File: src/rtl/exp_accel_pkg.sv
// Shared register map, CTRL/status bit positions and FSM states for the exponent accelerator.
// Optional modular reduction is selected with EXP_ACCEL_MOD_EN.
package exp_accel_pkg;

  localparam logic [2:0] ADDR_CTRL   = 3'd0;
  localparam logic [2:0] ADDR_BASE   = 3'd1;
  localparam logic [2:0] ADDR_EXP    = 3'd2;
  localparam logic [2:0] ADDR_RESULT = 3'd3;
  localparam logic [2:0] ADDR_MOD    = 3'd4;

  // CTRL write bits
  localparam int CTRL_START    = 0;
  localparam int CTRL_IRQ_EN   = 1;
  localparam int CTRL_CLR_DONE = 2;

  // CTRL read (status) bits
  localparam int STAT_BUSY   = 0;
  localparam int STAT_DONE   = 1;
  localparam int STAT_OVF    = 2;
  localparam int STAT_IRQ_EN = 3;
  localparam int STAT_ERR    = 4;

  typedef enum logic [1:0] {
    IDLE,
    INIT,
    ITER,
    DONE
  } state_e;

endpackage

File: src/rtl/exp_accel_mul.sv
// Combinational WIDTH x WIDTH multiply; truncating with overflow flag, or (a*b)%mod when
// EXP_ACCEL_MOD_EN is defined (a zero modulus yields 0 and never flags overflow).
module exp_accel_mul #(
  parameter int WIDTH = 32
) (
  input  logic [WIDTH-1:0] a_i,
  input  logic [WIDTH-1:0] b_i,
`ifdef EXP_ACCEL_MOD_EN
  input  logic [WIDTH-1:0] mod_i,
`endif
  output logic [WIDTH-1:0] p_o,
  output logic             ovf_o
);

  logic [2*WIDTH-1:0] full_prod;

  assign full_prod = {{WIDTH{1'b0}}, a_i} * {{WIDTH{1'b0}}, b_i};

`ifdef EXP_ACCEL_MOD_EN
  logic [2*WIDTH-1:0] rem;
  assign rem   = (mod_i == '0) ? '0 : full_prod % {{WIDTH{1'b0}}, mod_i};
  assign p_o   = rem[WIDTH-1:0];
  assign ovf_o = 1'b0;
`else
  assign p_o   = full_prod[WIDTH-1:0];
  assign ovf_o = |full_prod[2*WIDTH-1:WIDTH];
`endif

endmodule

File: src/rtl/exp_accel_core.sv
// Avalon-MM slave computing BASE^EXP by square-and-multiply, one exponent bit per cycle.
// EXP_ACCEL_MOD_EN adds the MOD register and modular reduction of every product.
module exp_accel_core
  import exp_accel_pkg::*;
#(
  parameter int WIDTH     = 32,
  parameter int EXP_WIDTH = 32
) (
  input  logic             clk_clk,
  input  logic             reset_reset_n,
  input  logic [2:0]       avs_address,
  input  logic             avs_write,
  input  logic [WIDTH-1:0] avs_writedata,
  input  logic             avs_read,
  output logic [WIDTH-1:0] avs_readdata,
  output logic             irq
);

  state_e               state_q, state_d;
  logic [WIDTH-1:0]     base_q, result_q, result_d, rdata_q, rd_mux;
  logic [WIDTH-1:0]     acc_q, acc_d, b_q, b_d, acc_p, sq_p;
  logic [EXP_WIDTH-1:0] exp_q, e_q, e_d, e_shift;
  logic                 irq_en_q, busy_q, busy_d, done_q, done_d;
  logic                 ovf_q, ovf_d, err_q, err_d, acc_ovf, sq_ovf;
  logic                 ctrl_wr, start;

  assign ctrl_wr = avs_write && (avs_address == ADDR_CTRL);
  assign start   = ctrl_wr && avs_writedata[CTRL_START];
  assign e_shift = e_q >> 1;

`ifdef EXP_ACCEL_MOD_EN
  logic [WIDTH-1:0] mod_q, mod_sh_q, mod_sh_d;

  exp_accel_mul #(.WIDTH(WIDTH)) u_mul_acc (
    .a_i(acc_q), .b_i(b_q), .mod_i(mod_sh_q), .p_o(acc_p), .ovf_o(acc_ovf));
  exp_accel_mul #(.WIDTH(WIDTH)) u_mul_sq (
    .a_i(b_q), .b_i(b_q), .mod_i(mod_sh_q), .p_o(sq_p), .ovf_o(sq_ovf));
`else
  exp_accel_mul #(.WIDTH(WIDTH)) u_mul_acc (
    .a_i(acc_q), .b_i(b_q), .p_o(acc_p), .ovf_o(acc_ovf));
  exp_accel_mul #(.WIDTH(WIDTH)) u_mul_sq (
    .a_i(b_q), .b_i(b_q), .p_o(sq_p), .ovf_o(sq_ovf));
`endif

  always_comb begin
    state_d  = state_q;
    acc_d    = acc_q;
    b_d      = b_q;
    e_d      = e_q;
    result_d = result_q;
    busy_d   = busy_q;
    done_d   = done_q;
    ovf_d    = ovf_q;
    err_d    = err_q;
`ifdef EXP_ACCEL_MOD_EN
    mod_sh_d = mod_sh_q;
`endif
    if (ctrl_wr && avs_writedata[CTRL_CLR_DONE]) done_d = 1'b0;
    unique case (state_q)
      IDLE: begin
        if (start) begin
          state_d = INIT;
          done_d  = 1'b0;
          ovf_d   = 1'b0;
          err_d   = 1'b0;
        end
      end
      INIT: begin
        busy_d  = 1'b1;
        e_d     = exp_q;
        state_d = (exp_q == '0) ? DONE : ITER;
`ifdef EXP_ACCEL_MOD_EN
        mod_sh_d = mod_q;
        if (mod_q == '0) begin
          err_d   = 1'b1;
          acc_d   = '0;
          b_d     = '0;
          state_d = DONE;
        end else begin
          b_d   = base_q % mod_q;
          acc_d = (mod_q == WIDTH'(1)) ? '0 : WIDTH'(1);
        end
`else
        b_d   = base_q;
        acc_d = WIDTH'(1);
`endif
      end
      ITER: begin
        if (e_q[0]) begin
          acc_d = acc_p;
          if (acc_ovf) ovf_d = 1'b1;
        end
        // The final square is discarded, so its overflow only counts if more bits remain.
        if (sq_ovf && (e_shift != '0)) ovf_d = 1'b1;
        b_d = sq_p;
        e_d = e_shift;
        if (e_shift == '0) state_d = DONE;
      end
      DONE: begin
        result_d = acc_q;
        done_d   = 1'b1;
        busy_d   = 1'b0;
        state_d  = IDLE;
      end
      default: state_d = IDLE;
    endcase
  end

  always_ff @(posedge clk_clk or negedge reset_reset_n) begin
    if (!reset_reset_n) begin
      state_q  <= IDLE;
      acc_q    <= '0;
      b_q      <= '0;
      e_q      <= '0;
      result_q <= '0;
      busy_q   <= 1'b0;
      done_q   <= 1'b0;
      ovf_q    <= 1'b0;
      err_q    <= 1'b0;
    end else begin
      state_q  <= state_d;
      acc_q    <= acc_d;
      b_q      <= b_d;
      e_q      <= e_d;
      result_q <= result_d;
      busy_q   <= busy_d;
      done_q   <= done_d;
      ovf_q    <= ovf_d;
      err_q    <= err_d;
    end
  end

  // Software-visible registers accept writes at any time; the running op uses its own copies.
  always_ff @(posedge clk_clk or negedge reset_reset_n) begin
    if (!reset_reset_n) begin
      base_q   <= '0;
      exp_q    <= '0;
      irq_en_q <= 1'b0;
    end else if (avs_write) begin
      if (avs_address == ADDR_CTRL) irq_en_q <= avs_writedata[CTRL_IRQ_EN];
      if (avs_address == ADDR_BASE) base_q   <= avs_writedata;
      if (avs_address == ADDR_EXP)  exp_q    <= avs_writedata[EXP_WIDTH-1:0];
    end
  end

`ifdef EXP_ACCEL_MOD_EN
  always_ff @(posedge clk_clk or negedge reset_reset_n) begin
    if (!reset_reset_n) begin
      mod_q    <= '0;
      mod_sh_q <= '0;
    end else begin
      mod_sh_q <= mod_sh_d;
      if (avs_write && (avs_address == ADDR_MOD)) mod_q <= avs_writedata;
    end
  end
`endif

  always_comb begin
    rd_mux = '0;
    unique case (avs_address)
      ADDR_CTRL: begin
        rd_mux[STAT_BUSY]   = busy_q;
        rd_mux[STAT_DONE]   = done_q;
        rd_mux[STAT_OVF]    = ovf_q;
        rd_mux[STAT_IRQ_EN] = irq_en_q;
        rd_mux[STAT_ERR]    = err_q;
      end
      ADDR_BASE:   rd_mux = base_q;
      ADDR_EXP:    rd_mux[EXP_WIDTH-1:0] = exp_q;
      ADDR_RESULT: rd_mux = result_q;
`ifdef EXP_ACCEL_MOD_EN
      ADDR_MOD:    rd_mux = mod_q;
`endif
      default:     rd_mux = '0;
    endcase
  end

  always_ff @(posedge clk_clk or negedge reset_reset_n) begin
    if (!reset_reset_n)  rdata_q <= '0;
    else if (avs_read)   rdata_q <= rd_mux;
  end

  assign avs_readdata = rdata_q;
  assign irq          = done_q & irq_en_q;

endmodule

File: config.mk
export PLATFORM = sky130hd
export DESIGN_NAME = exp_accel_core
export DESIGN_NICKNAME = d
export VERILOG_FILES = /design/src/rtl/exp_accel_pkg.sv /design/src/rtl/exp_accel_mul.sv /design/src/rtl/exp_accel_core.sv
export SDC_FILE = /design/constraint.sdc
export NUM_CORES = 2
export LEC_CHECK = 0
export CAP_MARGIN = 5
export CORE_MARGIN = 3
export CORE_UTILIZATION = 60
export CTS_BUF_LIST = sky130_fd_sc_hd__clkbuf_8
export DETAILED_ROUTE_END_ITERATION = 10
export DONT_BUFFER_PORTS = 1
export MAX_ROUTING_LAYER = met4
export PLACE_DENSITY = 0.76
export RECOVER_POWER = 100
export REMOVE_ABC_BUFFERS = 1
export SKIP_LAST_GASP = 1
export SYNTH_ARGS = -nofsm -noshare
export SYNTH_HDL_FRONTEND = slang
export SYNTH_SLANG_ARGS = --single-unit
File: constraint.sdc
create_clock -name clk_clk -period 17.75 [get_ports clk_clk]
set_input_delay 3.55 -clock clk_clk [delete_from_list [all_inputs] [get_ports clk_clk]]
set_output_delay 3.55 -clock clk_clk [all_outputs]
set_load 0.005 [all_outputs]
Yosys cells after proc, flatten, opt, wreduce, memory -nomap -nowiden
Cells that the tools add are included.

operators by class
  multiplexer cells = 19
  divide/modulo/power cells = 0
  reductions and logical operators = 20
  eq/ne operators = 11
  $mul = 2
  add/subtract/negate cells = 0
  bitwise operators = 1
  order comparisons = 0
  shift-type cells = 0

operators with widths
  kind                number
  $pmux 32 s2         3
  $mul 32x32->64      2
  $pmux 27 s3         1
  $logic_not 32->1    2
  $reduce_or 32->1    2
  $mux 32             1
  $reduce_bool 32->1  1
  $pmux 5 s4          1
  $reduce_and 2->1    5
  $pmux 2 s4          1
  $mux 1              7
  $eq 3x2->1 const B  2
  $ne 2x2->1 const B  3
  $ne 3x3->1 const B  2
  $pmux 1 s2          3
  $reduce_bool 2->1   3
  $eq 2x2->1 const B  2
  $logic_and 1x1->1   4
  $mux 2              2
  $reduce_and 4->1    1
  $eq 3x1->1 const B  1
  $logic_not 3->1     1
  $eq 2x1->1 const B  1
  $logic_not 2->1     1
  $and 1x1->1         1

word-level totals
  RAM bits = 0
  memories = 0
  output and inout port bits = 33
  bits in latches = 0
  word-level logic and storage cells = 65
  input bits = 39
  register bits after elaboration = 230
  memory bits (read-only) = 0

Depth between registers and ports, before layout
  word-level depth = 6
  depth in mapped cells = 34
  gate-level depth less buffers = 31

By module
From an unflattened synthesis, not the netlist that was laid out.

second synthesis, totals
  cell total of the unflattened synthesis = 8,134
  area, all modules = 76,736.1 um^2

by module, submodules not included
  module                     cells each  instances  sequential area each (um^2)  area each (um^2)
  exp_accel_mul (u_mul_sq)   3,666       1          0.0                          33,389.5
  exp_accel_mul (u_mul_acc)  3,669       1          0.0                          33,347.0
  exp_accel_core             799         1          5,755.5                      9,999.6

Least setup slack after synthesis
OpenSTA, ideal clock, no wires.

  kind = register -> register
  from = reg b_q[13]
  to = reg ovf_q
  path buffers = 4
  cell stages (with the launch flop) = 27
  required time = 17.614 ns
  setup time = 0.136 ns
  path slack = 9.567 ns
  period minus slack after synthesis = 8.183 ns
  arrival = 8.047 ns
  path through = dfrtp_1 > clkbuf_1 > clkbuf_1 > clkbuf_1 > nand2_1 > fa_1 > fa_1 > fa_1 > fa_1 > fa_1 > fa_1 > fa_1 > fa_1 > inv_1 > ha_1 > clkbuf_1 > nand4_1 > or3_1 > a311oi_2 > nor2_2 > a221oi_1 > nand2_1 > nand3_1 > o21ai_0 > or4_4 > o41ai_2 > a31oi_1

on the way
  longest elaborated chain between the ends = 5
  elaborated cells between the ends (all ways) = 10
  classes of those cells = mul (2); eq/ne (2); mux (2); reduce/logical (4)

RTL lines
  element                                                                 line                   RTL
  from (decl)                                                             exp_accel_core.sv:21   logic [WIDTH-1:0] acc_q, acc_d, b_q, b_d, acc_p, sq_p;
  from (signal assigned)                                                  exp_accel_core.sv:113  b_q <= '0;
  from (signal assigned)                                                  exp_accel_core.sv:123  b_q <= b_d;
  $mul 32x32->64                                                          exp_accel_mul.sv:17    assign full_prod = {{WIDTH{1'b0}}, a_i} * {{WIDTH{1'b0}}, b_i};
  $reduce_or 32->1                                                        exp_accel_mul.sv:26    assign ovf_o = |full_prod[2*WIDTH-1:WIDTH];
  $logic_and 1x1->1                                                       exp_accel_core.sv:94   if (sq_ovf && (e_shift != '0)) ovf_d = 1'b1;
  $ne 3x3->1 (no source line) / $mux 1 (equally long branches)            n/a
  $reduce_and 4->1 (no source line) / $pmux 1 s2 (equally long branches)  n/a
  to (signal assigned)                                                    exp_accel_core.sv:128  ovf_q <= ovf_d;
  to (decl)                                                               exp_accel_core.sv:24   logic ovf_q, ovf_d, err_q, err_d, acc_ovf, sq_ovf;

Parallel ways exist; a longest one is shown, timed or not.
A chain may end at the register's enable or synchronous reset.

Worst setup path after layout
  from = reg b_q[2]
  to = reg ovf_q

The elaborated chain is that of the path after synthesis.

==> metrics.json <==
{
  "numPortBuffers": 0,
  "area_growth_pct": 2.599,
  "post_synth_instance_area_sq_um": 72780,
  "synthesis.yosys.warnings": 0,
  "grt_remaining_overflow": 0,
  "synth-edff-count": 0,
  "ys_async_sr_fraction": 1.000,
  "grt_setup_unrepaired": "no",
  "ff2ff_setup_slack_ns": 3.73,
  "worstPathRequired_ns": 18.20,
  "seq_area_sq_um": 5793,
  "drt-vias-per-instance": 5.869,
  "total_of_endpoints_with_negative_setup_slack_in_the_final_report": 0,
  "detail_route.first_pass.iterations": 6,
  "grt_antenna_before_repair": 2,
  "timing.hold.worst_path_depth": 2,
  "cp-start-kind": "flip-flop",
  "critical_path_peak_fanout": 64,
  "hold_viol_final": 0,
  "grt_start_max_net_pins": 231,
  "postCtsHoldBufs": 0,
  "die-height_um": 354.3,
  "worst_pin_slew_ns": 3.697,
  "avgSynthCellArea_sq_um": 9.455,
  "clkSlewWorstSetupHoldPaths_ns": 0.07,
  "routed_wirelength_um": 196000,
  "cts_buffers": 41,
  "start_util": 0.6059,
  "post_detailed_route_count_of_antenna_violating_nets": 0,
  "period_share": 0.7898,
  "cts.htree.levels": 2,
  "worstSetupEndpointType": "flip-flop",
  "cts_tree": "done",
  "clock-root-buffer": "sky130_fd_sc_hd__clkbuf_8",
  "route.vias.total": 53095,
  "arrival_ns": 14.47,
  "final_layout_size_suffix_gt1_frac": 0.04548,
  "max_freq_ghz": 0.07133,
  "synthesis.instances": 7698,
  "timing.clock.skew_ns": 0.06069,
  "worst_slew_margin_rel": -1.464,
  "dieWidth_um": 354.3,
  "grt_pass1_vias": 58565,
  "place_hpwl_um": 150300,
  "synth.ff_latch_count": 230,
  "gp_congestion": 0.9867,
  "aggregate_negative_setup_slack_ns": 0,
  "worst-setup-path-type": "reg -> reg",
  "cts-resized-gates": 0,
  "failing_checks": "capacitance limit, slew limit",
  "ioPinCount": 72,
  "multi_input_comb_area_sq_um": 59070,
  "period_needed_ns": 14.02,
  "insertion_delay_ns": 0.67,
  "cts_setup_buffers": 0,
  "layout.filler_cells": 9929,
  "slew_viols_final": 296,
  "synth.distinct_cells": 91,
  "cts_buffer_depth": 3,
  "numClockSinks": 230,
  "num_rows": 127,
  "fp.dieArea_sq_um": 125500,
  "global_route_wire_length_before_repair_um": 318300,
  "drt_first_iter_violations": 4434,
  "timing.max_cap.violations": 9,
  "outcome": "complete, but fails checks",
  "core_region_area_sq_um": 120100,
  "drc": 0,
  "ff2ff_path_depth": 25,
  "hold_slack_ns": 0.5027,
  "worst_hold_path_type": "reg -> reg",
  "nets": 9687,
  "synth-seq-area-share": 0.07908,
  "post_drt_wl_per_cell_um": 21.67,
  "grt_util_all_layers": 0.3337,
  "postSynth.topFlopCell": "sky130_fd_sc_hd__dfrtp_1"
}
final cells by class:
| type | count | share of cell area |
|---|---|---|
| clock inverter | 22 | 0.002647 |
| sequential | 230 | 0.07758 |
| inverter | 1685 | 0.08470 |
| timing repair buffer | 78 | 0.007389 |
| multi-input combinational | 5365 | 0.7910 |
| antenna | 2 | 0.00006702 |
| tap | 1612 | 0.02701 |
| clock buffer | 52 | 0.009584 |
layer usage:
| metal | global-route usage | vias up | wire length [um] |
|---|---|---|---|
| met5 | - | - | 0 |
| met3 | 0.04748 | 658 | 15260 |
| met1 | 0.4182 | 27492 | 73800 |
| met2 | 0.5379 | 2400 | 95210 |
| met4 | 0.1611 | 0 | 11720 |
| li1 | - | 22545 | - |
cells in the mapped netlist, drive strengths merged, types with 5 or more instances:
library cell / number / area share
and3: 18 / 0.0015
dfrtp: 230 / 0.079
a221oi: 5 / 0.00069
mux2: 132 / 0.020
o21ai: 139 / 0.0096
o31ai: 5 / 0.00052
a31o: 12 / 0.0014
a21oi: 224 / 0.015
xnor2: 70 / 0.0084
fa: 1689 / 0.46
nand2: 817 / 0.042
inv: 1684 / 0.087
o211ai: 16 / 0.0017
and2: 869 / 0.075
a31oi: 31 / 0.0027
o21bai: 10 / 0.0010
and4: 6 / 0.00074
xor2: 60 / 0.0072
o221ai: 5 / 0.00069
nand3: 35 / 0.0024
a311oi: 5 / 0.00069
clkbuf: 384 / 0.020
o2111ai: 8 / 0.00096
nand2b: 13 / 0.0011
or3: 8 / 0.00069
nor2b: 20 / 0.0017
nor3: 32 / 0.0023
nor4: 26 / 0.0025
nand4: 43 / 0.0037
a21boi: 9 / 0.00098
buf: 34 / 0.0027
a22oi: 29 / 0.0030
a21o: 32 / 0.0033
ha: 558 / 0.096
mux2i: 71 / 0.0098
or2: 8 / 0.00069
o21a: 32 / 0.0033
a22o: 7 / 0.00084
a2111oi: 5 / 0.00069
a211oi: 12 / 0.0012
o22ai: 38 / 0.0033
nor2: 208 / 0.011
sequential cells by signal, indices dropped and copies added (netlist names):
name	cells
ovf_q	1
e_q	32
busy_q	1
result_q	32
avs_readdata	32
acc_q	32
base_q	32
b_q	32
irq_en_q	1
state_q	2
exp_q	32
done_q	1
worst max-delay path, cell delays in order, from the launching register on:
cell	delay, ns
sky130_fd_sc_hd__dfrtp_1	0.75
sky130_fd_sc_hd__clkbuf_1	2.65
sky130_fd_sc_hd__and2_1	0.43
sky130_fd_sc_hd__fa_1	0.41
sky130_fd_sc_hd__inv_1	0.08
sky130_fd_sc_hd__fa_1	0.44
sky130_fd_sc_hd__fa_1	0.53
sky130_fd_sc_hd__fa_1	0.56
sky130_fd_sc_hd__inv_1	0.05
sky130_fd_sc_hd__fa_1	0.50
sky130_fd_sc_hd__fa_1	0.57
sky130_fd_sc_hd__fa_1	0.46
sky130_fd_sc_hd__fa_1	0.49
sky130_fd_sc_hd__ha_1	0.42
sky130_fd_sc_hd__nand2_1	0.17
sky130_fd_sc_hd__nor4_1	1.12
sky130_fd_sc_hd__nand3_1	0.38
sky130_fd_sc_hd__a2111oi_0	1.16
sky130_fd_sc_hd__nor3_1	0.33
sky130_fd_sc_hd__and3_1	0.29
sky130_fd_sc_hd__nor3_1	0.14
sky130_fd_sc_hd__nand4_1	0.11
sky130_fd_sc_hd__nor4_1	0.38
sky130_fd_sc_hd__nand4_1	0.17
sky130_fd_sc_hd__o41ai_2	1.03
sky130_fd_sc_hd__a31oi_1	0.17
logic make-up (layout without fill, tap and decap cells):
group	count (synthesis)	after routing	share of synthesized area
fa+ha+maj	2247	2247	0.5605
simple gates	2123	2123	0.1474
buf+inv	2103	1837	0.1095
compound gates	658	658	0.05649
flops	230	230	0.07908
mux	207	207	0.03142
xor+xnor	130	130	0.01564
other cells	0	2	0
placed cells by master, fill, tap and decap left out, types with 6 or more instances in the layout:
| cell | count |
|---|---|
| sky130_fd_sc_hd__o21bai_1 | 9 |
| sky130_fd_sc_hd__a21boi_0 | 7 |
| sky130_fd_sc_hd__mux2_2 | 131 |
| sky130_fd_sc_hd__clkbuf_8 | 52 |
| sky130_fd_sc_hd__nand2_1 | 817 |
| sky130_fd_sc_hd__o21a_1 | 32 |
| sky130_fd_sc_hd__dfrtp_2 | 30 |
| sky130_fd_sc_hd__a22oi_1 | 29 |
| sky130_fd_sc_hd__nor2b_1 | 19 |
| sky130_fd_sc_hd__inv_1 | 1695 |
| sky130_fd_sc_hd__or2_2 | 8 |
| sky130_fd_sc_hd__a31oi_1 | 31 |
| sky130_fd_sc_hd__and2_0 | 6 |
| sky130_fd_sc_hd__mux2i_1 | 71 |
| sky130_fd_sc_hd__a211oi_1 | 12 |
| sky130_fd_sc_hd__a22o_1 | 7 |
| sky130_fd_sc_hd__or3_1 | 8 |
| sky130_fd_sc_hd__clkbuf_1 | 9 |
| sky130_fd_sc_hd__nand3_1 | 35 |
| sky130_fd_sc_hd__xor2_1 | 60 |
| sky130_fd_sc_hd__and3_1 | 18 |
| sky130_fd_sc_hd__nor4_1 | 24 |
| sky130_fd_sc_hd__o21ai_0 | 136 |
| sky130_fd_sc_hd__buf_4 | 69 |
| sky130_fd_sc_hd__ha_1 | 557 |
| sky130_fd_sc_hd__o211ai_1 | 16 |
| sky130_fd_sc_hd__o2111ai_1 | 8 |
| sky130_fd_sc_hd__a31o_2 | 12 |
| sky130_fd_sc_hd__fa_1 | 1689 |
| sky130_fd_sc_hd__a21oi_1 | 224 |
| sky130_fd_sc_hd__a21o_1 | 32 |
| sky130_fd_sc_hd__dfrtp_1 | 200 |
| sky130_fd_sc_hd__o22ai_1 | 38 |
| sky130_fd_sc_hd__nor2_1 | 206 |
| sky130_fd_sc_hd__nor3_1 | 31 |
| sky130_fd_sc_hd__nand4_1 | 43 |
| sky130_fd_sc_hd__nand2b_1 | 13 |
| sky130_fd_sc_hd__xnor2_1 | 70 |
| sky130_fd_sc_hd__and2_1 | 863 |
worst paths after layout:
kind	start	to
setup / recovery	b_q[2]	ovf_q
hold / removal	busy_q	busy_q
setup reg to reg	b_q[2]	ovf_q
hold reg to reg	busy_q	busy_q
max in group asynchronous	reset_reset_n	b_q[30]
min in group asynchronous	reset_reset_n	acc_q[10]
through the flow:
stage	setup slack [ns]	area (sq um)	instances	utilization
finish	3.732	74680	9046	0.6216
CTS	6.592	74740	9044	0.6222
detailed placement	6.608	73830	8970	0.6146
global placement	6.726	73830	8970	0.6146
floorplan	9.210	71140	7280	-
global route	3.555	74670	9045	0.6216
Power is not shown: default switching activity piles up to over one toggle a cycle in this logic, so the estimate is an artifact.
